## src/rtl/pulse_train_gen.sv

```systemverilog
// pulse_train_gen: emits num pulses of hi_len high / lo_len low cycles, then a done strobe
module pulse_train_gen #(
  parameter int CNT_W = 4,
  parameter int TW = 8
) (
  input  logic             clk,
  input  logic             rst,
  input  logic             start,
  input  logic [CNT_W-1:0] num,
  input  logic [TW-1:0]    hi_len,
  input  logic [TW-1:0]    lo_len,
  output logic             out,
  output logic             busy,
  output logic             done,
  output logic [CNT_W-1:0] sent
);
  typedef enum logic [1:0] {IDLE, HIGH, LOW, DONE} state_t;
  state_t state, state_n;
  logic [TW-1:0] tmr, tmr_n, hi_q, lo_q, hi_src;
  logic [CNT_W-1:0] num_q;
  logic acc, fin;
  // next state, phase timer reload/countdown and status decodes
  always_comb begin
    acc = (state == IDLE) && start;
    fin = (tmr == '0);
    hi_src = acc ? hi_len : hi_q;
    state_n = state;
    case (state)
      IDLE: state_n = acc ? ((num == '0) ? DONE : HIGH) : IDLE;
      HIGH: state_n = fin ? LOW : HIGH;
      LOW:  state_n = fin ? ((sent < num_q) ? HIGH : DONE) : LOW;
      DONE: state_n = IDLE;
    endcase
    tmr_n = fin ? '0 : tmr - TW'(1);
    if (state_n == HIGH && state != HIGH)
      tmr_n = (hi_src == '0) ? '0 : hi_src - TW'(1);
    if (state_n == LOW && state != LOW)
      tmr_n = (lo_q == '0) ? '0 : lo_q - TW'(1);
    busy = (state != IDLE);
    done = (state == DONE);
  end
  // state, timer, latched train parameters, pulse count and registered output
  always_ff @(posedge clk or posedge rst) begin
    if (rst) begin
      state <= IDLE;
      tmr   <= '0;
      hi_q  <= '0;
      lo_q  <= '0;
      num_q <= '0;
      sent  <= '0;
      out   <= 1'b0;
    end else begin
      state <= state_n;
      tmr   <= tmr_n;
      out   <= (state_n == HIGH);
      if (acc) begin
        hi_q  <= hi_len;
        lo_q  <= lo_len;
        num_q <= num;
        sent  <= '0;
      end else if (state == HIGH && fin) begin
        sent <= sent + CNT_W'(1);
      end
    end
  end
endmodule

```

## config.mk

```make
export PLATFORM = sky130hd
export DESIGN_NAME = pulse_train_gen
export DESIGN_NICKNAME = d
export VERILOG_FILES = /design/src/rtl/pulse_train_gen.sv
export SDC_FILE = /design/constraint.sdc
export NUM_CORES = 1
export LEC_CHECK = 0
export BUFFER_PORTS_ARGS = -buffer_cell sky130_fd_sc_hd__buf_2
export CAP_MARGIN = 20
export CORE_UTILIZATION = 45
export CTS_CLUSTER_DIAMETER = 80
export DETAILED_ROUTE_END_ITERATION = 12
export GPL_TIMING_DRIVEN = 1
export PLACE_DENSITY = 0.63
export SYNTH_ARGS = -nofsm -noshare
export SYNTH_HDL_FRONTEND = slang
export SYNTH_SLANG_ARGS = --single-unit
```

## constraint.sdc

```tcl
create_clock -name clk -period 3.4 [get_ports clk]
set_clock_uncertainty 0.1 [all_clocks]
set_input_delay 0 -clock clk [delete_from_list [all_inputs] [get_ports clk]]
set_output_delay 0 -clock clk [all_outputs]
set_load 0.005 [all_outputs]
```

==> metrics.md, run 1 <==
| Metric | Value |
|---|---|
| Run status | `finished clean` |
| Area of the multi-input gates | `0.00116 mm2` |
| Number of placement rows | `24` |
| Height of the chip | `approximately 70 um` |
| Number of distinct library cells after synthesis | `50` |
| F_max | `398 MHz` |
| Async set-or-reset flop fraction in the synthesized netlist | `between 90% and 100%` |
| Clock sinks | `35` |
| R2r setup slk | `just under 0.9 ns` |
| Filler cells | `between 400 and 500` |
| Clock tree from TritonCTS | `built` |
| Global router's overall resource usage | `21.0%` |
| Startpoint type of the worst setup path | `flop` |
| Worst-margin pin slew | `0.621 ns` |
| Mapped Avg Cell Area | `between 9 and 10 um2` |
| DRC marker count from the first detailed-route iteration | `68` |
| First-pass GRT wire length | `8.12 mm` |
| Worst endpoint data arrival time | `about 2.6 ns` |
| Minimum clock period | `about 2.5 ns` |
| Pwr/cell area | `769 mW/mm2` |
| Number of H-tree levels | `2` |
| Gate Count Post-Synth | `225` |
| Yosys Warn Count | `0` |
| Final standard cell utilization of the core | `59.6%` |
| Peak supply drop | `0.497 mV` |
| Vias per cell | `roughly 5.4` |
| Post-Route WL | `4.60 mm` |
| Worst-skew pair later-pin latency | `just under 0.3 ns` |
| Setup Buffers After CTS | `0` |
| DRC Markers | `0` |
| Number of global-route vias before repair | `approximately 1700` |
| Max Cap Violations | `0` |
| Drt wl/cell | `between 10 and 15 um` |
| Total grt overflow | `0` |
| Cell Area, Synth | `0.00210 mm2` |
| Maximum number of pins on one net before global-route repair | `36` |
| Fin nets | `312` |
| Number of top-level pins | `30` |
| Last weighted congestion value of the routability-driven placer | `0.801` |
| Antenna violations before repair | `0` |
| Worst slew margin relative to its limit | `between 50 and 60%` |
| Critical register-to-register path startpoint | `state[1]$_DFF_PP0_` |
| Layout overhead on the synthesized area | `25.4%` |
| Minimum setup slack in the final design | `0.886 ns` |
| Predominant post-synthesis flop cell | `dfrtp_1` |
| Total count of max-transition violations in the final report | `0` |
| Max clock buf depth | `2` |
| Initial standard-cell utilization of the core | `a little under half` |
| Width of the die | `between 70 and 80 um` |
| Total via count after detailed routing | `between 1500 and 2000` |
| Number of buffer cells added on primary ports | `29` |
| Full die area | `0.00494 mm2` |
| Data required time of the worst path | `about 3.5 ns` |
| Share of the cycle needed by the critical path after routing | `between 70% and 80%` |
| Hold Path Class | `input pin to asynchronous set/reset pin` |
| Kind of end point of the critical path | `flop` |
| N_diodes | `0` |
| Cell area after layout | `approximately 0.0026 mm2` |
| Category of the critical setup timing path | `flop to flop` |
| Post-synth EDFFs | `0` |
| Syn Nets | `between 200 and 300` |
| CTS clock-pin slew for the worst setup and hold paths | `0.07 ns` |
| Share of cells above drive strength 1 | `a little over a fifth` |
| Final Hold Viols | `0` |
| Area taken by flip-flops and latches | `around 880 um2` |
| Number of buffers inserted during clock tree synthesis | `5` |
| Cell Area, Placed | `approximately 0.0023 mm2` |
| Root cell of the clock tree | `clkbuf_8` |
| Worst setup slack after placement | `0.852 ns` |
| R2R Path End | `tmr[4]$_DFF_PP0_` |
| Worst Reg2Reg Path Length in Cells | `6` |
| Number of failing setup endpoints in the final timing report | `0` |
| Core area | `roughly 0.0044 mm2` |
| Largest fanout on the critical path | `21` |
| TritonRoute pass-1 iters | `4` |
| Total half-perimeter wirelength after legalization and detailed placement | `3.22 mm` |
| Leakage power | `approximately 1.2 nW` |
| Share of synthesized area occupied by flip-flops and latches | `41.8%` |
| Number of flip-flops and latches in the synthesized netlist | `35` |
| Setup repair after global routing missed its margin | `false` |
| Setup TNS Final | `0 ns` |
| Routed Antenna Nets | `0` |
-- worst max-delay path, stage by stage, from the launching register on --
cell and delay (ns):
dfrtp_1 0.48, or3b_2 0.72, mux2i_1 0.23, ha_1 0.26
o21ai_0 0.10, o21ai_2 0.18, o41ai_2 0.35
-- cells in the mapped netlist, types with 3 or more instances --
cell      number  area share, %
mux2i_1        8            3.8
o31ai_1        3            1.1
ha_1           9            5.4
o22a_1         3            1.3
nor2_1        19            3.4
xor2_1         6            2.5
nor3b_1        3            1.1
or4_1          3            1.1
nand3_1        4           0.95
o21ai_2        5            2.1
clkbuf_1       3           0.54
o21ai_0       10            2.4
nor3_1         6            1.4
xnor2_1        8            3.3
inv_1         13            2.3
nor4_1         5            1.5
dfrtp_1       35             42
nand2_1       43            7.7
-- cells by family after synthesis --
group	after synthesis	share of synthesized area [%]
buffers and inverters	18	3.28
multiplexers	9	4.36
adder cells (fa/ha/maj)	9	5.37
XOR/XNOR	14	5.85
AO/OA/AOI/OAI	39	14.6
AND/OR/NAND/NOR	101	24.8
flip-flops	35	41.8
-- flip-flops by register name (all words and copies together), names as in the netlist --
name,flops
sent,4
hi_q,8
out,1
tmr,8
lo_q,8
state,2
num_q,4
-- final cells by class --
type	instances	area share, %
clock buffers	8	3.81
flip-flops and latches	35	33.3
inverters	13	1.86
well taps	52	2.48
multi-input cells	172	44.1
repair buffers	53	14.5
-- what timing repair did --
item                                    4_1_cts  5_1_grt
gates resized for setup                       0        0
hold endpoints to repair                     57        0
hold buffers                                 22        0
endpoints found under the setup margin        0        0
-- how the worst max path moves through the flow --
stage / to / startpoint / slack, ns / depth (start not counted)
3_3_place_gp: tmr[6]$_DFF_PP0_ / state[0]$_DFF_PP0_ / 0.94 / 6
5_1_grt: tmr[6]$_DFF_PP0_ / state[1]$_DFF_PP0_ / 0.68 / 6
2_1_floorplan: tmr[4]$_DFF_PP0_ / state[1]$_DFF_PP0_ / 0.96 / 8
4_1_cts: tmr[6]$_DFF_PP0_ / state[1]$_DFF_PP0_ / 0.86 / 6
3_5_place_dp: tmr[6]$_DFF_PP0_ / state[0]$_DFF_PP0_ / 0.85 / 6
6_report: tmr[4]$_DFF_PP0_ / state[1]$_DFF_PP0_ / 0.89 / 6
-- cell usage in the layout, fill, tap and decap left out, types with 3 or more instances in the layout --
cell type	netlist	routed
nor3_1	6	6
o22a_1	3	3
dlygate4sd3_1	0	22
o21ai_2	5	5
o31ai_1	3	3
inv_1	13	13
nor4_1	5	5
o21ai_0	10	10
buf_2	1	29
or4_1	3	3
nor3b_1	3	3
dfrtp_1	35	35
nor2_1	19	19
nand3_1	4	4
mux2i_1	8	8
clkbuf_8	0	7
xor2_1	6	6
nand2_1	43	43
ha_1	9	9
xnor2_1	8	8
-- through the flow --
step	hold WS [ns]	std cells	power (mW)
6_report	0.259	333	2.02
5_1_grt	0.300	333	2.21
3_3_place_gp	0.0257	303	1.66
3_5_place_dp	0.0350	303	1.67
4_1_cts	0.273	333	2.03
2_1_floorplan	0.00544	225	1.44
-- power by group --
part,internal (mW),total [mW],switching [mW]
Combinational,0.431,0.884,0.453
Sequential,0.608,0.801,0.193
Clock,0.185,0.337,0.152
Total,1.22,2.02,0.798
-- metal layers --
layer,vias to the layer above,GRT usage (%),part of all wire [%]
met4,0,5.33,1.1
met1,842,30.1,49
met5,-,0,0
met2,43,32.2,46
li1,902,-,-
met3,4,4.76,4.1
Power figures use the tool's default switching activity.
==> inputs of run 2 (changes only) <==
Settings changed: ABC_AREA set to 1, PLACE_DENSITY 0.63 to 0.65.
Clock period 3.4 ns to 2.2 ns, I/O delays scaled along.
==> run 2 against run 1 <==
Non-clock buffer count decreased by 4. Highest routed layer unchanged. Critical path depth increased by 4. Via count increased by 11%. Critical endpoint is now tmr[2]$_DFF_PP0_.
==> metrics.md, run 2 <==
| Metric | Value |
|---|---|
| Total via count after detailed routing | `~2000` |
| Worst slew margin relative to its limit | `~70%` |
| Data required time of the worst path | `about 2.3 ns` |
| Fin nets | `390` |
| Most repeated library cell on the critical path | `nand2_1` |
| Pwr/cell area | `approximately 1000 mW/mm2` |
| Setup repair after global routing missed its margin | `false` |
| Total instance count after detailed placement | `401` |
| TritonRoute pass-1 iters | `5` |
| Number of buffers inserted during clock tree synthesis | `5` |
| Worst Reg2Reg Path Length in Cells | `10` |
| Routed Antenna Nets | `0` |
| Startpoint type of the worst setup path | `flop` |
| Number of distinct library cells after synthesis | `32` |
| Share of cells above drive strength 1 | `a little under a fifth` |
| Category of the critical setup timing path | `flop to flop` |
| F_max | `approximately 510 MHz` |
| Minimum clock period | `1.97 ns` |
| Number of placement rows | `25` |
| Finished Layout Cells | `approximately 420` |
| Cell type with the highest aggregate area in the netlist | `dfrtp_1` |
| Max Cap Violations | `0` |
| Overall power after layout | `between 2 and 3 mW` |
| Critical hold path startpoint | `hi_len[2]` |
| Post-synth EDFFs | `0` |
| Initial standard-cell utilization of the core | `between 40 and 50%` |
| Clock tree from TritonCTS | `built` |
| Height of the chip | `72.2 um` |
| DRC marker count from the first detailed-route iteration | `125` |
| Setup TNS Final | `0 ns` |
| Critical register-to-register path startpoint | `state[0]$_DFF_PP0_` |
| Number of top-level pins | `30` |
| Total half-perimeter wirelength after legalization and detailed placement | `~3.5 mm` |
| Gate Count Post-Synth | `around 310` |
| Hold Path Class | `input pin to flop` |
| Share of the synthesized area in the top cell type | `around 40%` |
| Total grt overflow | `0` |
| Post-Route WL | `between 4 and 5 mm` |
| Root cell of the clock tree | `clkbuf_8` |
| Commonest cells after routing, fill and taps aside | `97 x nand2_1, 45 x inv_1, 35 x dfrtp_1` |
| Kind of end point of the critical path | `flop` |
| Final Hold Viols | `0` |
| Width of the die | `slightly above 70 um` |
| Number of failing setup endpoints in the final timing report | `0` |
| CTS clock-pin slew for the worst setup and hold paths | `~0.07 ns` |
| Resize count post-CTS | `0` |
| Worst Hold Path EP | `hi_q[2]$_DFF_PP0_` |
| Number of global-route vias before repair | `between 1500 and 2000` |
| Hold WS | `roughly 0.022 ns` |
| Antenna violations before repair | `0` |
| Synth top cells by count | `97 x nand2_1, 45 x inv_1, 35 x dfrtp_1` |
| Cell Area, Synth | `approximately 0.0022 mm2` |
| Ranking of synthesized cells by area | `dfrtp_1 40%, nand2_1 16%, inv_1 7.6%` |
| Global router's overall resource usage | `between 20% and 30%` |
| Layout overhead on the synthesized area | `21.2%` |
| Biggest registers after layout | `hi_q (8), lo_q (8), tmr (8)` |
| Number of H-tree levels | `2` |
| Share of the cycle needed by the critical path after routing | `between 80% and 90%` |
| Predominant post-synthesis flop cell | `dfrtp_1` |
| Total count of max-transition violations in the final report | `0` |
| Max clock buf depth | `2` |
| Peak supply drop | `0.442 mV` |
| R2r setup slk | `roughly 0.23 ns` |
| Setup Buffers After CTS | `0` |
| Largest fanout on the critical path | `10` |
| Mapped Avg Cell Area | `a little over 7 um2` |
| Leading cell type in the layout, fill and taps excluded | `nand2_1` |
| Worst-margin pin slew | `0.449 ns` |
| Vias per cell | `about 4.7` |
| Share of synthesized area occupied by flip-flops and latches | `roughly two fifths` |
| Worst-skew pair later-pin latency | `approximately 0.29 ns` |
| Clock sinks | `35` |
| DRC Markers | `0` |
| Async set-or-reset flop fraction in the synthesized netlist | `between 90% and 100%` |
| Syn Nets | `around 340` |
| Number of buffer cells added on primary ports | `29` |
| Full die area | `0.00521 mm2` |
| Library cell contributing the largest single delay on the critical path | `dfrtp_1` |
| Leakage power | `~1.4 nW` |
| Maximum number of pins on one net before global-route repair | `36` |
| Count of cells along the worst hold path | `5` |
| Worst endpoint data arrival time | `2.05 ns` |
| Yosys Warn Count | `0` |
| Drt wl/cell | `11.4 um` |
| CP peak stage delay | `around 0.43 ns` |
| Most common cell in the netlist | `nand2_1` |
| R2R Path End | `tmr[2]$_DFF_PP0_` |
| Core area | `0.00472 mm2` |
| First-pass GRT wire length | `8.16 mm` |
| Last weighted congestion value of the routability-driven placer | `0.810` |
| N_diodes | `0` |
| Run status | `finished clean` |
| Number of flip-flops and latches in the synthesized netlist | `35` |
| Worst path cell trace | `nor2_4, nand2_4, nand2_1, nand2_2, ha_1, or2_1, nand3_1, nand2_1, nand2_1, nand2_1` |
-- run 2: cell types whose count changed after synthesis, sizes merged, moves of 4 or more --
cell | before | now
mux2i | 8 | 0
nor4 | 5 | 0
inv | 13 | 48
nand3 | 4 | 24
a21oi | 2 | 6
nor3b | 4 | 0
nand2 | 43 | 107
xnor2 | 8 | 0
o22a | 4 | 0
nand3b | 0 | 4
nor2 | 19 | 32
o31ai | 4 | 0
-- run 2: critical path, delay by kind of cell, from the launching register on --
kind                       cells  cell delay (ns)
adders and majority gates      1             0.24
and+or+nand+nor                9             1.09
DFF                            1             0.43
-- run 2: cells by family after synthesis --
group	count (synthesis)	synth area share (%)
simple gates	180	38.1
buf+inv	53	9.42
flops	35	39.5
compound gates	24	5.93
fa+ha+maj	9	5.08
xor+xnor	5	1.98
-- run 2: stage by stage --
step | util (%) | instance area (um2) | setup slack (ns)
floorplan | - | 2220 | 0.377
global placement | 51.8 | 2440 | 0.253
CTS | 56.9 | 2690 | 0.222
global route | 56.9 | 2690 | 0.0609
finish | 56.9 | 2690 | 0.229
detailed placement | 51.8 | 2440 | 0.243
-- run 2: how the worst max path moves through the flow --
stage                            end  slack [ns]                from
floorplan           tmr[2]$_DFF_PP0_        0.38  state[0]$_DFF_PP0_
global placement    tmr[1]$_DFF_PP0_        0.25  state[0]$_DFF_PP0_
detailed placement  tmr[2]$_DFF_PP0_        0.24  state[0]$_DFF_PP0_
CTS                 tmr[2]$_DFF_PP0_        0.22  state[0]$_DFF_PP0_
global route        tmr[2]$_DFF_PP0_        0.06  state[0]$_DFF_PP0_
finish              tmr[2]$_DFF_PP0_        0.23  state[0]$_DFF_PP0_
-- run 2: metal layers --
layer / vias to the layer above / global-route usage [%] / routed length (um)
li1: 1049 / - / -
met1: 894 / 26.2 / 2340
met2: 42 / 34.4 / 2230
met3: 6 / 5.69 / 181
met4: 0 / 6.54 / 68
met5: - / 0 / 0
-- run 2: power breakdown --
part           internal [mW]  switching (mW)  leakage [nW]
registers              0.900           0.161         0.413
clock network          0.211           0.221        0.0371
logic                  0.485           0.778         0.967
total                   1.60            1.16          1.42
-- run 2: cell type report --
cell class | count | area, um2
Inverter | 49 | 185
Tap cell | 67 | 83.8
Sequential cell | 35 | 876
Clock buffer | 6 | 72.6
Timing Repair Buffer | 49 | 338
Multi-Input combinational cell | 218 | 1130
Fill cell | 445 | 2040
-- run 2: what timing repair did --
item,in CTS,in global routing
endpoints found under the setup margin,0,0
endpoints found under the hold margin,51,0
hold buffers,17,0
==> inputs of run 3 (changes only) <==
Settings changed: PLACE_DENSITY 0.65 to 0.64.
Clock period 2.2 ns to 2.1 ns, I/O delays scaled along.
==> run 3 against run 2 <==
Clock power grew 9.7%. Wire length grew 0.19%. Die area is the same. Worst setup slack lost 0.048 ns. Non-clock buffer count grew 3. Via count grew 1.2%. Count of clock-buffer cells in the layout shrank 1. Sequential power grew 6%. Design area grew 1.5%.
==> metrics.md, run 3 (synthesis gave the netlist of run 2 again) <==
| Metric | Value |
|---|---|
| Root cell of the clock tree | `clkbuf_8` |
| Number of failing setup endpoints in the final timing report | `0` |
| Worst endpoint data arrival time | `about 2.0 ns` |
| Share of the cycle needed by the critical path after routing | `91.4%` |
| Width of the die | `a little over 70 um` |
| Total via count after detailed routing | `between 2000 and 2500` |
| Hold WS | `about 0.015 ns` |
| Minimum setup slack in the final design | `0.181 ns` |
| Routed Antenna Nets | `0` |
| Number of top-level pins | `30` |
| Max Cap Violations | `0` |
| Maximum number of pins on one net before global-route repair | `36` |
| Clock tree from TritonCTS | `built` |
| CTS clock-pin slew for the worst setup and hold paths | `0.07 ns` |
| Final Hold Viols | `0` |
| Commonest cells after routing, fill and taps aside | `97 x nand2_1, 45 x inv_1, 34 x dfrtp_1` |
| Share of cells above drive strength 1 | `about a fifth` |
| Antenna violations before repair | `0` |
| Worst slew margin relative to its limit | `around 70%` |
| Number of placement rows | `25` |
| Biggest registers after layout | `hi_q (8), lo_q (8), tmr (8)` |
| Last weighted congestion value of the routability-driven placer | `between 0.8 and 0.9` |
| Total count of max-transition violations in the final report | `0` |
| DRC marker count from the first detailed-route iteration | `between 100 and 150` |
| Setup repair after global routing missed its margin | `false` |
| F_max | `between 500 and 600 MHz` |
| Global router's overall resource usage | `a little over a fifth` |
| Full die area | `around 0.0052 mm2` |
| N_diodes | `0` |
| Category of the critical setup timing path | `flop to flop` |
| Kind of end point of the critical path | `flop` |
| Worst-skew pair later-pin latency | `between 0.2 and 0.3 ns` |
| Largest fanout on the critical path | `10` |
| Post-Route WL | `~4.8 mm` |
| Peak supply drop | `between 0.6 and 0.7 mV` |
| Pwr/cell area | `approximately 1100 mW/mm2` |
| Layout overhead on the synthesized area | `23.1%` |
| Leakage power | `1.45 nW` |
| Fin nets | `394` |
| Total grt overflow | `0` |
| First-pass GRT wire length | `between 8 and 9 mm` |
| Run status | `finished clean` |
| Hold Path Class | `input pin to flop` |
| Vias per cell | `approximately 4.7` |
| Max clock buf depth | `2` |
| Number of buffers inserted during clock tree synthesis | `5` |
| Number of H-tree levels | `2` |
| Initial standard-cell utilization of the core | `a little under half` |
| Number of buffer cells added on primary ports | `29` |
| Filler cells | `around 470` |
| Height of the chip | `about 72 um` |
| Leading cell type in the layout, fill and taps excluded | `nand2_1` |
| Core area | `0.00472 mm2` |
| Drt wl/cell | `approximately 11 um` |
| Data required time of the worst path | `2.19 ns` |
| Clock sinks | `35` |
| TritonRoute pass-1 iters | `4` |
| Overall power after layout | `a little under 3 mW` |
| DRC Markers | `0` |
| Number of global-route vias before repair | `1890` |
| Total half-perimeter wirelength after legalization and detailed placement | `about 3.5 mm` |
| Worst setup slack after placement | `roughly 0.14 ns` |
| Setup TNS Final | `0 ns` |
| Worst-margin pin slew | `~0.45 ns` |
| Startpoint type of the worst setup path | `flop` |
| Minimum clock period | `roughly 1.9 ns` |
## run 3: cell types whose count changed in the layout (fill, tap and decap cells not counted)
| cell | delta |
|---|---|
| buf_4 | +3 |
| dfrtp_1 | -1 |
| clkinv_2 | +3 |
| dfrtp_2 | +1 |
| clkbuf_1 | -1 |
| nor2_2 | +1 |
## run 3: power by group
part           total [mW]  internal (mW)  switching (mW)
Sequential           1.12          0.943           0.175
Clock               0.474          0.227           0.247
Combinational        1.35          0.529           0.819
Total                2.94           1.70            1.24
## run 3: path summary, 6_finish.rpt
kind | startpoint | endpoint | slack [ns] | cells after the start
max | state[1]$_DFF_PP0_ | tmr[4]$_DFF_PP0_ | 0.18 | 11
min | hi_len[2] | hi_q[2]$_DFF_PP0_ | 0.02 | 5
max reg2reg | state[1]$_DFF_PP0_ | tmr[4]$_DFF_PP0_ | 0.18 | 11
min reg2reg | num_q[1]$_DFFE_PP0N_ | num_q[1]$_DFFE_PP0N_ | 0.38 | 2
max in group asynchronous | rst | state[1]$_DFF_PP0_ | 1.30 | 4
min in group asynchronous | rst | hi_q[2]$_DFF_PP0_ | 0.26 | 4
## run 3: timing repair
action,in CTS,in global routing
hold buffers,17,0
setup endpoints to repair,0,2
gates resized for setup,0,1
endpoints found under the hold margin,51,0
setup buffers,0,1
## run 3: area by class of cell
type | instances | area, um2 | area share [%]
timing repair buffer | 52 | 360 | 13.2
sequential | 35 | 877 | 32.1
clock buffer | 5 | 68.8 | 2.52
tap | 67 | 83.8 | 3.07
clock inverter | 3 | 15.0 | 0.550
inverter | 49 | 185 | 6.79
multi-input combinational | 219 | 1140 | 41.7
## run 3: per-layer routing
| metal | track usage (%) | part of all wire (%) | vias to the layer above |
|---|---|---|---|
| li1 | - | - | 1065 |
| met1 | 26.9 | 49 | 904 |
| met2 | 34.5 | 46 | 37 |
| met3 | 4.86 | 3.5 | 9 |
| met4 | 7.84 | 1.7 | 0 |
| met5 | 0 | 0 | - |
## run 3: stage by stage
step	std cells	util [%]	instance area, um2
after floorplan	306	-	2220
after global placement	403	52.1	2460
after detailed placement	403	52.1	2460
after CTS	428	57.5	2710
after global routing	430	57.8	2730
final	430	57.8	2730
## run 3: critical path: stages (launching register included)
cell	delay [ns]
dfrtp_2	0.45
nor2_4	0.20
nand2_4	0.14
nand2_1	0.10
nand2_2	0.09
ha_1	0.24
nand2_1	0.11
nor2_2	0.06
o21ai_1	0.16
nand2_1	0.07
nand2_1	0.05
nand2_1	0.04
